**src/rtl/fifo_pkg.sv**
```systemverilog
// Shared definitions for the dual-clock FIFO pointer handlers.
//   DEF_ADDR_W / DEF_AFULL_THRESH : default geometry and almost-full threshold
//   bin2gray / gray2bin           : code conversions. They work on 32 bits, so
//                                   any narrower pointer converts correctly when
//                                   zero-extended in and truncated out.
package fifo_pkg;

  localparam int DEF_ADDR_W       = 3;
  localparam int DEF_AFULL_THRESH = 6;

  function automatic logic [31:0] bin2gray(input logic [31:0] b);
    return b ^ (b >> 1);
  endfunction

  function automatic logic [31:0] gray2bin(input logic [31:0] g);
    logic [31:0] b;
    b = g;
    for (int i = 1; i < 32; i++) b = b ^ (g >> i);
    return b;
  endfunction

endpackage

```
**src/rtl/gray2bin_conv.sv**
```systemverilog
// Purely combinational Gray-to-binary decoder. It is shared by the write-side
// and read-side pointer handlers.
//   i_gray [WIDTH-1:0] : Gray-coded value
//   o_bin  [WIDTH-1:0] : binary value; bit i is the XOR of gray bits WIDTH-1..i
module gray2bin_conv #(
  parameter int WIDTH = 4
) (
  input  logic [WIDTH-1:0] i_gray,
  output logic [WIDTH-1:0] o_bin
);

  for (genvar i = 0; i < WIDTH; i++) begin : g_bit
    assign o_bin[i] = ^i_gray[WIDTH-1:i];
  end

endmodule

```
**src/rtl/wptr_level_handler.sv**
```systemverilog
// Write-side pointer handler for the dual-clock FIFO (wclk domain).
// It keeps the binary and Gray write pointers, the fill level as seen from the
// write side, the full and almost-full flags, and a sticky overflow flag.
//   wclk, wrst     : write clock, asynchronous active-low reset
//   w_en, ovf_clr  : write request, clear for the sticky overflow flag
//   g_rptr_sync    : Gray read pointer, already synchronised into wclk
//   b_wptr, g_wptr : binary and Gray write pointers (ADDR_W+1 bits)
//   waddr          : memory write address
//   w_accept       : combinational memory write enable (w_en && !full)
//   full, almost_full, w_level, overflow : registered status
module wptr_level_handler
  import fifo_pkg::*;
#(
  parameter int ADDR_W       = DEF_ADDR_W,
  parameter int AFULL_THRESH = DEF_AFULL_THRESH
) (
  input  logic              wclk,
  input  logic              wrst,
  input  logic              w_en,
  input  logic              ovf_clr,
  input  logic [ADDR_W:0]   g_rptr_sync,
  output logic [ADDR_W:0]   b_wptr,
  output logic [ADDR_W:0]   g_wptr,
  output logic [ADDR_W-1:0] waddr,
  output logic              w_accept,
  output logic              full,
  output logic              almost_full,
  output logic [ADDR_W:0]   w_level,
  output logic              overflow
);

  localparam int PTR_W = ADDR_W + 1;
  localparam int DEPTH = 1 << ADDR_W;

  if ((ADDR_W < 2) || (AFULL_THRESH < 1) || (AFULL_THRESH > DEPTH)) begin : g_param_err
    $error("wptr_level_handler: need ADDR_W >= 2 and 1 <= AFULL_THRESH <= 2**ADDR_W");
  end

  logic [PTR_W-1:0] r_b_wptr;
  logic [PTR_W-1:0] r_g_wptr;
  logic             r_full;
  logic             r_almost_full;
  logic [PTR_W-1:0] r_level;
  logic             r_overflow;

  logic [PTR_W-1:0] w_b_rptr_sync;
  logic [PTR_W-1:0] w_b_wptr_next;
  logic [PTR_W-1:0] w_g_wptr_next;
  logic [PTR_W-1:0] w_level_next;
  logic             w_full_next;
  logic             w_afull_next;
  logic             w_ovf_next;

  gray2bin_conv #(.WIDTH(PTR_W)) u_rptr_dec (
    .i_gray (g_rptr_sync),
    .o_bin  (w_b_rptr_sync)
  );

  assign w_accept      = w_en && !r_full;
  assign w_b_wptr_next = r_b_wptr + PTR_W'(w_accept);
  assign w_g_wptr_next = PTR_W'(bin2gray(32'(w_b_wptr_next)));
  assign w_level_next  = w_b_wptr_next - w_b_rptr_sync;

  // Full when the write pointer is exactly one lap ahead: in Gray code that
  // means the top two bits differ and the rest match.
  assign w_full_next  = (w_g_wptr_next ==
                         {~g_rptr_sync[ADDR_W:ADDR_W-1], g_rptr_sync[ADDR_W-2:0]});
  assign w_afull_next = (w_level_next >= PTR_W'(AFULL_THRESH));
  // A fresh overflow wins over a simultaneous clear.
  assign w_ovf_next   = (w_en && r_full) || (r_overflow && !ovf_clr);

  always_ff @(posedge wclk or negedge wrst) begin
    if (!wrst) begin
      r_b_wptr      <= '0;
      r_g_wptr      <= '0;
      r_full        <= 1'b0;
      r_almost_full <= 1'b0;
      r_level       <= '0;
      r_overflow    <= 1'b0;
    end else begin
      r_b_wptr      <= w_b_wptr_next;
      r_g_wptr      <= w_g_wptr_next;
      r_full        <= w_full_next;
      r_almost_full <= w_afull_next;
      r_level       <= w_level_next;
      r_overflow    <= w_ovf_next;
    end
  end

  assign b_wptr      = r_b_wptr;
  assign g_wptr      = r_g_wptr;
  assign waddr       = r_b_wptr[ADDR_W-1:0];
  assign full        = r_full;
  assign almost_full = r_almost_full;
  assign w_level     = r_level;
  assign overflow    = r_overflow;

endmodule

```
**config.mk**
```make
export PLATFORM = sky130hd
export DESIGN_NAME = wptr_level_handler
export DESIGN_NICKNAME = d
export VERILOG_FILES = /design/src/rtl/fifo_pkg.sv /design/src/rtl/gray2bin_conv.sv /design/src/rtl/wptr_level_handler.sv
export SDC_FILE = /design/constraint.sdc
export NUM_CORES = 1
export LEC_CHECK = 0
export ABC_AREA = 0
export CELL_PAD_IN_SITES_DETAIL_PLACEMENT = 0
export CELL_PAD_IN_SITES_GLOBAL_PLACEMENT = 1
export CORE_ASPECT_RATIO = 1.4
export CORE_UTILIZATION = 34
export CTS_BUF_LIST = sky130_fd_sc_hd__clkbuf_4 sky130_fd_sc_hd__clkbuf_8
export CTS_CLUSTER_DIAMETER = 100
export DETAILED_ROUTE_END_ITERATION = 8
export GPL_ROUTABILITY_DRIVEN = 0
export PLACE_DENSITY_LB_ADDON = 0.1
export SYNTH_ARGS = -nofsm -noshare
export SYNTH_HDL_FRONTEND = slang
export SYNTH_SLANG_ARGS = --single-unit
```
**constraint.sdc**
```tcl
create_clock -name wclk -period 2.8 [get_ports wclk]
set_clock_uncertainty 0.05 [all_clocks]
set_input_delay 0.56 -clock wclk [delete_from_list [all_inputs] [get_ports wclk]]
set_output_delay 0.56 -clock wclk [all_outputs]
set_load 0.005 [all_outputs]
```
==> results of run 1 <==
-- metrics by stage --
step	setup WS (ns)	util	hold slack [ns]	power, W
floorplan	0.421	-	0.214	0.000936
global placement	-0.106	0.527	0.456	0.00136
detailed placement	-0.138	0.527	0.460	0.00137
CTS	0.139	0.538	0.477	0.00148
global route	0.0106	0.542	0.506	0.00161
finish	0.190	0.542	0.464	0.00145
-- per-layer routing --
| layer | up-vias | part of all wire |
|---|---|---|
| met3 | 2 | 0.033 |
| met2 | 14 | 0.53 |
| met5 | - | 0 |
| li1 | 266 | - |
| met4 | 0 | 0.021 |
| met1 | 243 | 0.41 |
-- sequential cells by signal (all words and copies together), names as in the netlist --
signal	cells
b_wptr	4
w_level	4
g_wptr	3
almost_full	1
full	1
overflow	1
-- critical path, cell delays in order --
cell and delay [ns]:
clkdlybuf4s50_1 0.47, xnor2_2 0.23, xor2_1 0.28, xnor2_1 0.11, ha_1 0.21, fa_1 0.51
inv_1 0.06, a22oi_1 0.18, o211ai_1 0.10
-- cell type report --
| class | count | area [um2] |
|---|---|---|
| Fill cell | 191 | 915 |
| Sequential cell | 14 | 350 |
| Multi-Input combinational cell | 37 | 333 |
| Timing Repair Buffer | 34 | 320 |
| Inverter | 8 | 30.0 |
| Tap cell | 21 | 26.3 |
| Clock buffer | 3 | 22.5 |
-- final timing paths --
path / start / end / slack, ns / cells after the start
worst max-delay path: g_rptr_sync[3] / almost_full / 0.19 / 9
worst min-delay path: full / overflow / 0.46 / 2
worst max register to register: full / almost_full / 0.68 / 8
worst min register to register: full / overflow / 0.46 / 2
max in group asynchronous: wrst / overflow / 1.68 / 1
min in group asynchronous: wrst / g_wptr[0] / 0.62 / 1
-- Yosys cell counts --
cell type  instances  area, um2
dfrtp_1           14        350
inv_1              8       30.0
xnor2_1            8       70.1
xor2_1             7       61.3
ha_1               5       62.6
buf_4              4       30.0
a21oi_1            2       10.0
nor3_1             2       10.0
a211o_1            1       8.76
a21boi_0           1       7.51
a21o_1             1       7.51
a22oi_1            1       7.51
and3_1             1       6.26
fa_1               1       20.0
nand2_1            1       3.75
nand3_1            1       5.00
nor2b_1            1       6.26
o211a_1            1       10.0
o211ai_1           1       7.51
o21ai_0            1       5.00
xor2_2             1       16.3
-- where the power goes --
group	internal [W]	switching (W)
Combinational	0.000574	0.000394
Sequential	0.000318	0.0000598
Clock	0.0000497	0.0000581
Total	0.000941	0.000512
-- what timing repair did --
action	4_1_cts	5_1_grt
setup buffers	0	0
setup endpoints to repair	0	1
resized for setup	0	1
-- logic make-up (layout without fill, tap and decap cells) --
logic type	count (synthesis)	in the layout	synth area share
adder cells (fa/ha/maj)	6	6	0.112
buffers and inverters	12	45	0.0816
flip-flops	14	14	0.476
AO/OA/AOI/OAI	9	9	0.0867
AND/OR/NAND/NOR	6	6	0.0425
XOR/XNOR	16	16	0.201
==> flow_metrics.tcl, run 1 <==
set metrics [dict create \
    drv_slew 0 \
    antenna_left 0 \
    avgRoutedWirePerCell_um 11.0 \
    cts_tree "done" \
    portBuffers 26 \
    die_h_um 57.0 \
    hpwl_um 1050 \
    synthesis.instances 63 \
    cp.required_ns 2.90 \
    vdd_ir_drop_max_mv 0.740 \
    worstMarginPinSlew_ns 0.620 \
    final_common_cell "clkdlybuf4s50_1" \
    cts_root_buf "clkbuf_4" \
    mostFrequentLayoutCells "clkdlybuf4s50_1, dfrtp_1, inv_1, buf_4" \
    dr.pass1.iters 4 \
    area_growth_syn_to_layout_pct 47.1 \
    postPlaceCellArea_um2 1050 \
    cts_buffers 3 \
    status "finished, final reports clean" \
    die-area_um2 2360 \
    rsz0062_at_grt "no" \
    use_met3 0.0117 \
    start_util 0.368 \
    layout-drive-gt1-share 0.135 \
    drc 0 \
    grtUsageMet2 0.217 \
    p_leak_nw 0.510 \
    finalHoldViolCount 0 \
    worstHoldPathType "reg -> reg" \
    relSlewSlack 0.585 \
    grt_pass1_vias 513 \
    setup_viol 0 \
    grt_max_degree 15 \
    clk_pin_slew_ns 0.08 \
    vias 525 \
    antenna_found_initial 0 \
    ys_warn_count 0 \
    place_inst 114 \
    fp-row-count 19 \
    final_area_um2 1080 \
    setup_tns_ns 0 \
    coreArea_um2 2000 \
    clk_path_buf_depth 2 \
    cp.arrival_ns 2.71 \
    dr.first_iter.drc_count 8 \
    crit_type "in -> reg" \
    io_pins 27 \
    start_kind "input pin" \
    overflow 0 \
    clock.fmax_mhz 383 \
    period_share 0.932 \
    finalWirelength_um 1290 \
    synth_nets 77 \
    power.density_nw_per_um2 1340 \
    fin_crit_ns 2.61 \
    grt_pass1_wl_um 2100 \
    synth-seq-area-share 0.476 \
    grtUsageMet1 0.148 \
    diodes 0 \
    stdcell_count 117 \
    end_kind "flip-flop" \
    ctsHoldBuffers 0 \
    synth.distinct_cells 21 \
    cts_num_sinks 14 \
    grt-busiest-layer "met2" \
    clock_latency_ns 0.27 \
    synth.cell_area_um2 736 \
    ys_seq_elements 14 \
    die_w_um 41.3 \
    crit_fanout 3 \
    grt_usage 0.133 \
    cts-htree-levels 1 \
    viasPerCell 4.49 \
    cap_violations 0 \
    final_nets 112 \
    syn_avg_cell_area_um2 11.7 \
]
(Power assumes the default switching activity.)
==> inputs of run 2 (changes only) <==
--- a/config.mk
+++ b/config.mk
@@ -11,7 +11,6 @@
 export CORE_ASPECT_RATIO = 1.4
 export CORE_UTILIZATION = 34
 export CTS_BUF_LIST = sky130_fd_sc_hd__clkbuf_4 sky130_fd_sc_hd__clkbuf_8
-export CTS_CLUSTER_DIAMETER = 100
 export DETAILED_ROUTE_END_ITERATION = 8
 export GPL_ROUTABILITY_DRIVEN = 0
 export PLACE_DENSITY_LB_ADDON = 0.1
==> results of run 2 <==
No change in the layout: final DEF, timing and power equal those of run 1.
